## config.mk

```make
export PLATFORM = sky130hd
export DESIGN_NAME = wb_stage_gen
export DESIGN_NICKNAME = d
export VERILOG_FILES = /design/src/rtl/wb_stage_gen.sv
export SDC_FILE = /design/constraint.sdc
export NUM_CORES = 1
export LEC_CHECK = 0
export CELL_PAD_IN_SITES_DETAIL_PLACEMENT = 1
export CELL_PAD_IN_SITES_GLOBAL_PLACEMENT = 2
export CORE_AREA = 2 2 230 232
export CTS_BUF_LIST = sky130_fd_sc_hd__clkbuf_16
export DETAILED_ROUTE_END_ITERATION = 10
export DIE_AREA = 0 0 232 234
export HOLD_SLACK_MARGIN = 0.05
export PLACE_DENSITY_LB_ADDON = 0.1
export SYNTH_ARGS = -nofsm -noshare
export SYNTH_HDL_FRONTEND = slang
export SYNTH_SLANG_ARGS = --single-unit
```

## constraint.sdc

```tcl
create_clock -name clk -period 2.43 [get_ports clk]
set_input_delay 0.243 -clock clk [delete_from_list [all_inputs] [get_ports clk]]
set_output_delay 0.243 -clock clk [all_outputs]
set_load 0.03 [all_outputs]
```

## src/rtl/wb_stage_gen.sv

```systemverilog
// Writeback stage: holds one instruction, waits for load data, writes the GR file,
// drives CSR access, turns exceptions/ertn into flushes and counts retirements.
module wb_stage_gen #(
  parameter int                     XLEN      = 32,
  parameter int                     RF_AW     = 5,
  parameter int                     NUM_EXC   = 6,
  parameter logic [6*NUM_EXC-1:0]   ECODE_TAB = {6'h0D, 6'h0C, 6'h0B, 6'h09, 6'h08, 6'h00},
  parameter int                     CNT_W     = 32
) (
  input  logic               clk,
  input  logic               resetn,
  input  logic               in_valid,
  output logic               in_ready,
  input  logic [XLEN-1:0]    in_pc,
  input  logic               in_gr_we,
  input  logic [RF_AW-1:0]   in_dest,
  input  logic [XLEN-1:0]    in_result,
  input  logic               in_is_load,
  input  logic               in_csr_re,
  input  logic               in_csr_we,
  input  logic [13:0]        in_csr_num,
  input  logic [XLEN-1:0]    in_csr_wmask,
  input  logic [XLEN-1:0]    in_csr_wvalue,
  input  logic [NUM_EXC-1:0] in_exc_vec,
  input  logic               in_ertn,
  input  logic [XLEN-1:0]    in_vaddr,
  input  logic               ld_rvalid,
  input  logic [XLEN-1:0]    ld_rdata,
  input  logic [XLEN-1:0]    csr_rvalue,
  output logic               csr_re,
  output logic               csr_we,
  output logic [13:0]        csr_num,
  output logic [XLEN-1:0]    csr_wmask,
  output logic [XLEN-1:0]    csr_wvalue,
  output logic               rf_we,
  output logic [RF_AW-1:0]   rf_waddr,
  output logic [XLEN-1:0]    rf_wdata,
  output logic [RF_AW-1:0]   fwd_dest,
  output logic [XLEN-1:0]    fwd_value,
  output logic               fwd_stall,
  output logic               exc_flush,
  output logic [5:0]         exc_ecode,
  output logic [XLEN-1:0]    exc_pc,
  output logic [XLEN-1:0]    exc_vaddr,
  output logic               ertn_flush,
  output logic [CNT_W-1:0]   retire_cnt,
  output logic [XLEN-1:0]    debug_wb_pc,
  output logic [3:0]         debug_wb_rf_we,
  output logic [RF_AW-1:0]   debug_wb_rf_wnum,
  output logic [XLEN-1:0]    debug_wb_rf_wdata
);

  typedef enum logic [1:0] {
    S_EMPTY   = 2'd0,
    S_WAIT_LD = 2'd1,
    S_READY   = 2'd2
  } state_t;

  state_t             state;
  logic [XLEN-1:0]    pc_r, result_r, csr_wmask_r, csr_wvalue_r, vaddr_r, ld_buf;
  logic               gr_we_r, is_load_r, csr_re_r, csr_we_r, ertn_r;
  logic [RF_AW-1:0]   dest_r;
  logic [13:0]        csr_num_r;
  logic [NUM_EXC-1:0] exc_vec_r;
  logic [CNT_W-1:0]   cnt_r;

  logic               valid, has_exc, ld_hit, go, flush, capture, csr_active, exc_live;
  logic [XLEN-1:0]    wdata;
  logic [5:0]         ecode_sel;

  assign valid      = (state != S_EMPTY);
  assign has_exc    = |exc_vec_r;
  // Load data only counts while a load is actually waiting for it.
  assign ld_hit     = ld_rvalid & (state == S_WAIT_LD);
  assign go         = valid & ((state == S_READY) | ld_hit);
  assign in_ready   = ~valid | go;
  assign flush      = go & (has_exc | ertn_r);
  assign capture    = in_valid & in_ready & ~flush;
  assign csr_active = valid & ~has_exc;
  assign exc_live   = valid & has_exc;

  assign csr_re     = csr_active & csr_re_r;
  assign csr_we     = go & ~has_exc & csr_we_r;
  assign csr_num    = csr_active ? csr_num_r    : '0;
  assign csr_wmask  = csr_active ? csr_wmask_r  : '0;
  assign csr_wvalue = csr_active ? csr_wvalue_r : '0;

  assign wdata = csr_re    ? csr_rvalue :
                 is_load_r ? (ld_hit ? ld_rdata : ld_buf) : result_r;

  assign rf_we     = go & gr_we_r & ~has_exc;
  assign rf_waddr  = dest_r;
  assign rf_wdata  = wdata;
  assign fwd_dest  = (valid & gr_we_r & ~has_exc) ? dest_r : '0;
  assign fwd_value = wdata;
  assign fwd_stall = (state == S_WAIT_LD) & ~ld_rvalid;

  assign exc_flush  = go & has_exc;
  assign ertn_flush = go & ertn_r & ~has_exc;
  assign exc_ecode  = exc_live ? ecode_sel : '0;
  assign exc_pc     = exc_live ? pc_r      : '0;
  assign exc_vaddr  = exc_live ? vaddr_r   : '0;
  assign retire_cnt = cnt_r;

  assign debug_wb_pc       = pc_r;
  assign debug_wb_rf_we    = {4{rf_we}};
  assign debug_wb_rf_wnum  = rf_waddr;
  assign debug_wb_rf_wdata = rf_wdata;

  // Bit 0 is highest priority: scan downwards so the lowest set index wins.
  always_comb begin
    // NOTE: default first so every path assigns ecode_sel and no latch is inferred.
    ecode_sel = '0;
    for (int i = NUM_EXC - 1; i >= 0; i--) begin
      if (exc_vec_r[i]) ecode_sel = ECODE_TAB[6*i +: 6];
    end
  end

  // NOTE: sequential state uses non-blocking assignments; the async reset clears everything.
  always_ff @(posedge clk or negedge resetn) begin
    if (!resetn) begin
      state        <= S_EMPTY;
      pc_r         <= '0;
      gr_we_r      <= 1'b0;
      dest_r       <= '0;
      result_r     <= '0;
      is_load_r    <= 1'b0;
      csr_re_r     <= 1'b0;
      csr_we_r     <= 1'b0;
      csr_num_r    <= '0;
      csr_wmask_r  <= '0;
      csr_wvalue_r <= '0;
      exc_vec_r    <= '0;
      ertn_r       <= 1'b0;
      vaddr_r      <= '0;
      ld_buf       <= '0;
      cnt_r        <= '0;
    end else begin
      if (capture) begin
        // A load with an exception never waits for its data.
        state        <= (in_is_load && !(|in_exc_vec)) ? S_WAIT_LD : S_READY;
        pc_r         <= in_pc;
        gr_we_r      <= in_gr_we;
        dest_r       <= in_dest;
        result_r     <= in_result;
        is_load_r    <= in_is_load;
        csr_re_r     <= in_csr_re;
        csr_we_r     <= in_csr_we;
        csr_num_r    <= in_csr_num;
        csr_wmask_r  <= in_csr_wmask;
        csr_wvalue_r <= in_csr_wvalue;
        exc_vec_r    <= in_exc_vec;
        ertn_r       <= in_ertn;
        vaddr_r      <= in_vaddr;
      end else if (in_ready) begin
        state <= S_EMPTY;
      end
      if (ld_hit) ld_buf <= ld_rdata;
      if (go && !has_exc) cnt_r <= cnt_r + CNT_W'(1);
    end
  end

endmodule

```

# After elaboration in Yosys (flattened, before gate mapping)
# Cells that the tools add are included.
# classes
n_addsub,1
n_eq_ne,2
n_mux,19
bitwise_logic,25
n_reduce_logical,8
# op_table
op,count
32-bit 2-to-1 mux,7
32-bit by 1-bit adder with 32-bit output (second input constant),1
6-bit 2-to-1 mux,5
1-bit bitwise AND,18
14-bit 2-to-1 mux,1
6-bit OR reduction,2
4-bit 2-to-1 mux,2
2-bit 2-to-1 mux,3
5-bit 2-to-1 mux,1
1-bit inverter,4
2-bit nonzero test,2
1-bit OR,3
2-bit by 1-bit == test with 1-bit output (second input constant),1
2-bit == test (second input constant),1
1-bit logical AND,2
1-bit logical NOT,2
# totals
register_bits,256
inputBits,258
output_inout_bits,334
word_cells,71

# Depth between registers and ports, before layout
# logic_depth
depth_word,8
mapped_depth,9
mapped_depth_nobuf,5

# Worst setup path after synthesis
# No wires, ideal clock.
# synth_path
kind,register to output
from,register exc_vec_r[1]
to,output fwd_value[22]
arrival_time_ns,2.548
required_ns,2.187
slack_ns,-0.361
path_stages_with_launch,9
path_buffers,3
cell_sequence,dfrtp_1 > or3_1 > nor4_1 > and2_1 > buf_2 > buf_2 > nand2_1 > o21ai_0 > buf_4
# synth_between
elab_chain_cells,5
# synth_lines
item,line_no,rtl
"start, declared",64,logic [NUM_EXC-1:0] exc_vec_r;
"start signal, assigned",152,exc_vec_r <= in_exc_vec;
6-bit OR reduction,72,assign has_exc = |exc_vec_r;
1-bit inverter,79,assign csr_active = valid & ~has_exc;
1-bit bitwise AND,79,
1-bit bitwise AND,82,assign csr_re = csr_active & csr_re_r;
named net csr_re,30,"output logic csr_re,"
32-bit 2-to-1 mux,88,assign wdata = csr_re ? csr_rvalue :
"end, declared",39,"output logic [XLEN-1:0] fwd_value,"
# The timed path passes the listed nets, and every way through them passes these cells.

# Worst setup path after layout
# layout_path
from,register exc_vec_r[2]
to,output debug_wb_rf_wdata[30]
# layout_between
elab_chain_cells,5
# layout_lines
item,line_no,rtl
6-bit OR reduction,72,
1-bit inverter,79,
1-bit bitwise AND,79,
1-bit bitwise AND,82,
32-bit 2-to-1 mux,88,
"end, declared",50,output logic [XLEN-1:0] debug_wb_rf_wdata
# Every way passes these cells.

==> metrics.csv <==
metric,value,unit
critPathMaxStageDelay,390,ps
violations,setup timing,
synthTopCellsByArea,"dfrtp_1, mux2_2, and2_1",
hold_class,input port to asynchronous set/reset pin,
worstMarginPinSlew,680.5,ps
drv_slew,0,
yosysTopAreaCell,dfrtp_1,
drive_gt1_share,50.00,%
reg2reg_depth,9,
fin_ws,-384.9,ps
port_buffers,589,
hold_slack,280.7,ps
finalInstanceArea,0.02204,sq mm
cts_root_buffer,clkbuf_16,
crit_required,2190,ps
critPathLaunch,exc_vec_r[2],
path_class,register to primary output,
min_period_over_period,115.8,%
status,"complete, but fails checks",
die_w,232,um
firstDrtPassIters,3,
cap_violations,0,
yosysSeqAreaShare,53.00,%
critPathTopFamily,simple AND/OR/NAND/NOR gates,
cp_num_cells,9,
fin_crit,2815,ps
core,0.05202,sq mm
viasPerCell,4.267,
clock_sinks,256,
synthToLayoutAreaGrowth,82.39,%
syn-instance-count,976,
rr_endpoint,vaddr_r[24],
grt_overflow,0,
hold_viol,0,
power_leakage,9.824,nW
layout_common_cells,"clkdlybuf4s50_1, dfrtp_1, buf_6, mux2_2, and2_4",
worst-path-buf-inv,4,
layout_commonest_cell,clkdlybuf4s50_1,
clockBufferDepth,3,
synthArstFlopShare,100.0,%
grt_pass1_wl,73.61,mm
wl,51.34,mm
clk_latency,530,ps
synth_seq_cells,256,
clk_pin_slew,50,ps
cts_tree,yes,
numCtsBuffers,36,
rrSetupSlack,110,ps
ios,592,
path_cells,"or3_4, buf_6, nor4_4, and2_4, buf_4, buf_16, nand2_1, o21ai_4, buf_6",
dr.first_iter.drc_count,297,
grt.total_usage,18.47,%
worst-path-max-fanout,8,
timing.rr.start,exc_vec_r[2],
nets,1854,
cellPowerDensity,700.3,mW/mm^2
wl_per_cell,22.18,um
grt_pass1_vias,10930,
gp_congestion,0.7542,
arrival,2570,ps
dieArea,0.05429,sq mm
setup_tns,-67600,ps
skew,17.37,ps
synthDistinctLibCells,38,
crit_path_frequent_cell,buf_6,
dp_hpwl,37.13,mm
synth_top_area_share,53.00,%
die_y,234,um
grt_max_degree,71,
syn-cell-area,0.01209,sq mm
synth_edf_count,0,
endpoint_kind,primary output,
drc,0,
setup_viol,248,
slew_headroom,54.63,%
rsz0062_at_grt,yes,
vias,9877,
vdd_ir_drop_max,0.4102,mV
htree_levels,2,
syn_avg_cell_area,12.38,sq um
initial_core_util,23.23,%
startpoint_type,register,
rows,84,
antenna_found_initial,9,
final_antenna_net_count,0,
cp_slowest_cell,or3_4,
ys.flop_type,dfrtp_1,
place_area,0.01841,sq mm
synth_warnings,0,
max_freq,0.3552,GHz
report_power, final:
group	internal, W	switching, W	total [W]
clock network	0.00305	0.00199	0.00504
registers	0.00491	0.000395	0.00530
logic	0.00253	0.00257	0.00509
total	0.0105	0.00495	0.0154
per-stage QoR:
stage / worst slack [ps] / instances / utilization [%] / power, W
global placement: -100.0 / 2193 / 35.38 / 0.009859
finish: -384.9 / 2315 / 42.37 / 0.01544
floorplan: -24.08 / 977 / - / 0.008059
detailed placement: -126.9 / 2193 / 35.38 / 0.009911
CTS: -494.2 / 2302 / 40.69 / 0.01547
global route: -514.7 / 2312 / 42.36 / 0.01617
logic make-up after synthesis:
| group | count (synthesis) | share of synthesized area [%] |
|---|---|---|
| flip-flops | 256 | 53.00 |
| AO/OA/AOI/OAI | 43 | 2.102 |
| buffers and inverters | 131 | 6.656 |
| other | 1 | 0.03103 |
| XOR/XNOR | 31 | 2.246 |
| multiplexers | 254 | 23.33 |
| AND/OR/NAND/NOR | 259 | 12.53 |
| adder cells (fa/ha/maj) | 1 | 0.1035 |
cell type report:
class                      instances  area [sq um]
timing repair buffer             705          7919
antenna                            7         17.52
clock inverter                    26         185.2
fill                            5420         29980
sequential                       256          6410
clock buffer                      37         925.9
inverter                           6         22.52
multi-input combinational        590          5704
tap                              688         860.8
synthesized netlist by cell type, types with 3 or more instances:
library cell and number:
buf_2 24, or3_1 3, o21ai_0 33, xnor2_1 21, buf_1 4, and3_1 12
nor3_1 10, inv_1 6, mux2_2 222, mux2i_1 32, dfrtp_1 256, clkbuf_1 21
xor2_1 10, buf_4 75, nand2_1 49, and2_1 146, nand3_1 10, nand4_1 8
nor2_1 10
metal layers:
layer	vias up	global-route usage (%)	part of all wire, %
met5	-	0	0.095
met4	8	5.889	1.9
met3	61	6.116	7.5
met2	326	32.90	53
met1	4967	20.79	37
li1	4515	-	-
registers in the layout, indices dropped and copies added (netlist names):
register	count
csr_we_r	1
csr_re_r	1
retire_cnt	32
csr_wvalue_r	32
vaddr_r	32
debug_wb_rf_wnum	5
debug_wb_pc	32
gr_we_r	1
state	2
ld_buf	32
csr_wmask_r	32
is_load_r	1
csr_num_r	14
result_r	32
ertn_r	1
exc_vec_r	6
what timing repair did:
| action | in CTS | in global routing |
|---|---|---|
| cloned | 13 | 4 |
| hold endpoints to repair | 59 | 0 |
| hold buffers | 1 | 0 |
| pin swaps | 54 | 45 |
| buffers inserted | 33 | 9 |
| endpoints found under the setup margin | 254 | 252 |
| resized for setup | 491 | 248 |
how the worst max path moves through the flow:
stage                            end
2_1_floorplan           fwd_value[0]
3_3_place_gp           csr_wvalue[3]
3_5_place_dp           csr_wvalue[0]
4_1_cts        debug_wb_rf_wdata[19]
5_1_grt        debug_wb_rf_wdata[24]
6_report       debug_wb_rf_wdata[30]
worst register-to-register path, delay by kind of cell, from the launching register on:
family | cells | cell delay, ps
compound gates | 2 | 460
buf+inv | 4 | 640
flops | 1 | 370
mux | 1 | 300
simple gates | 2 | 430
Power figures use the tool's default switching activity.
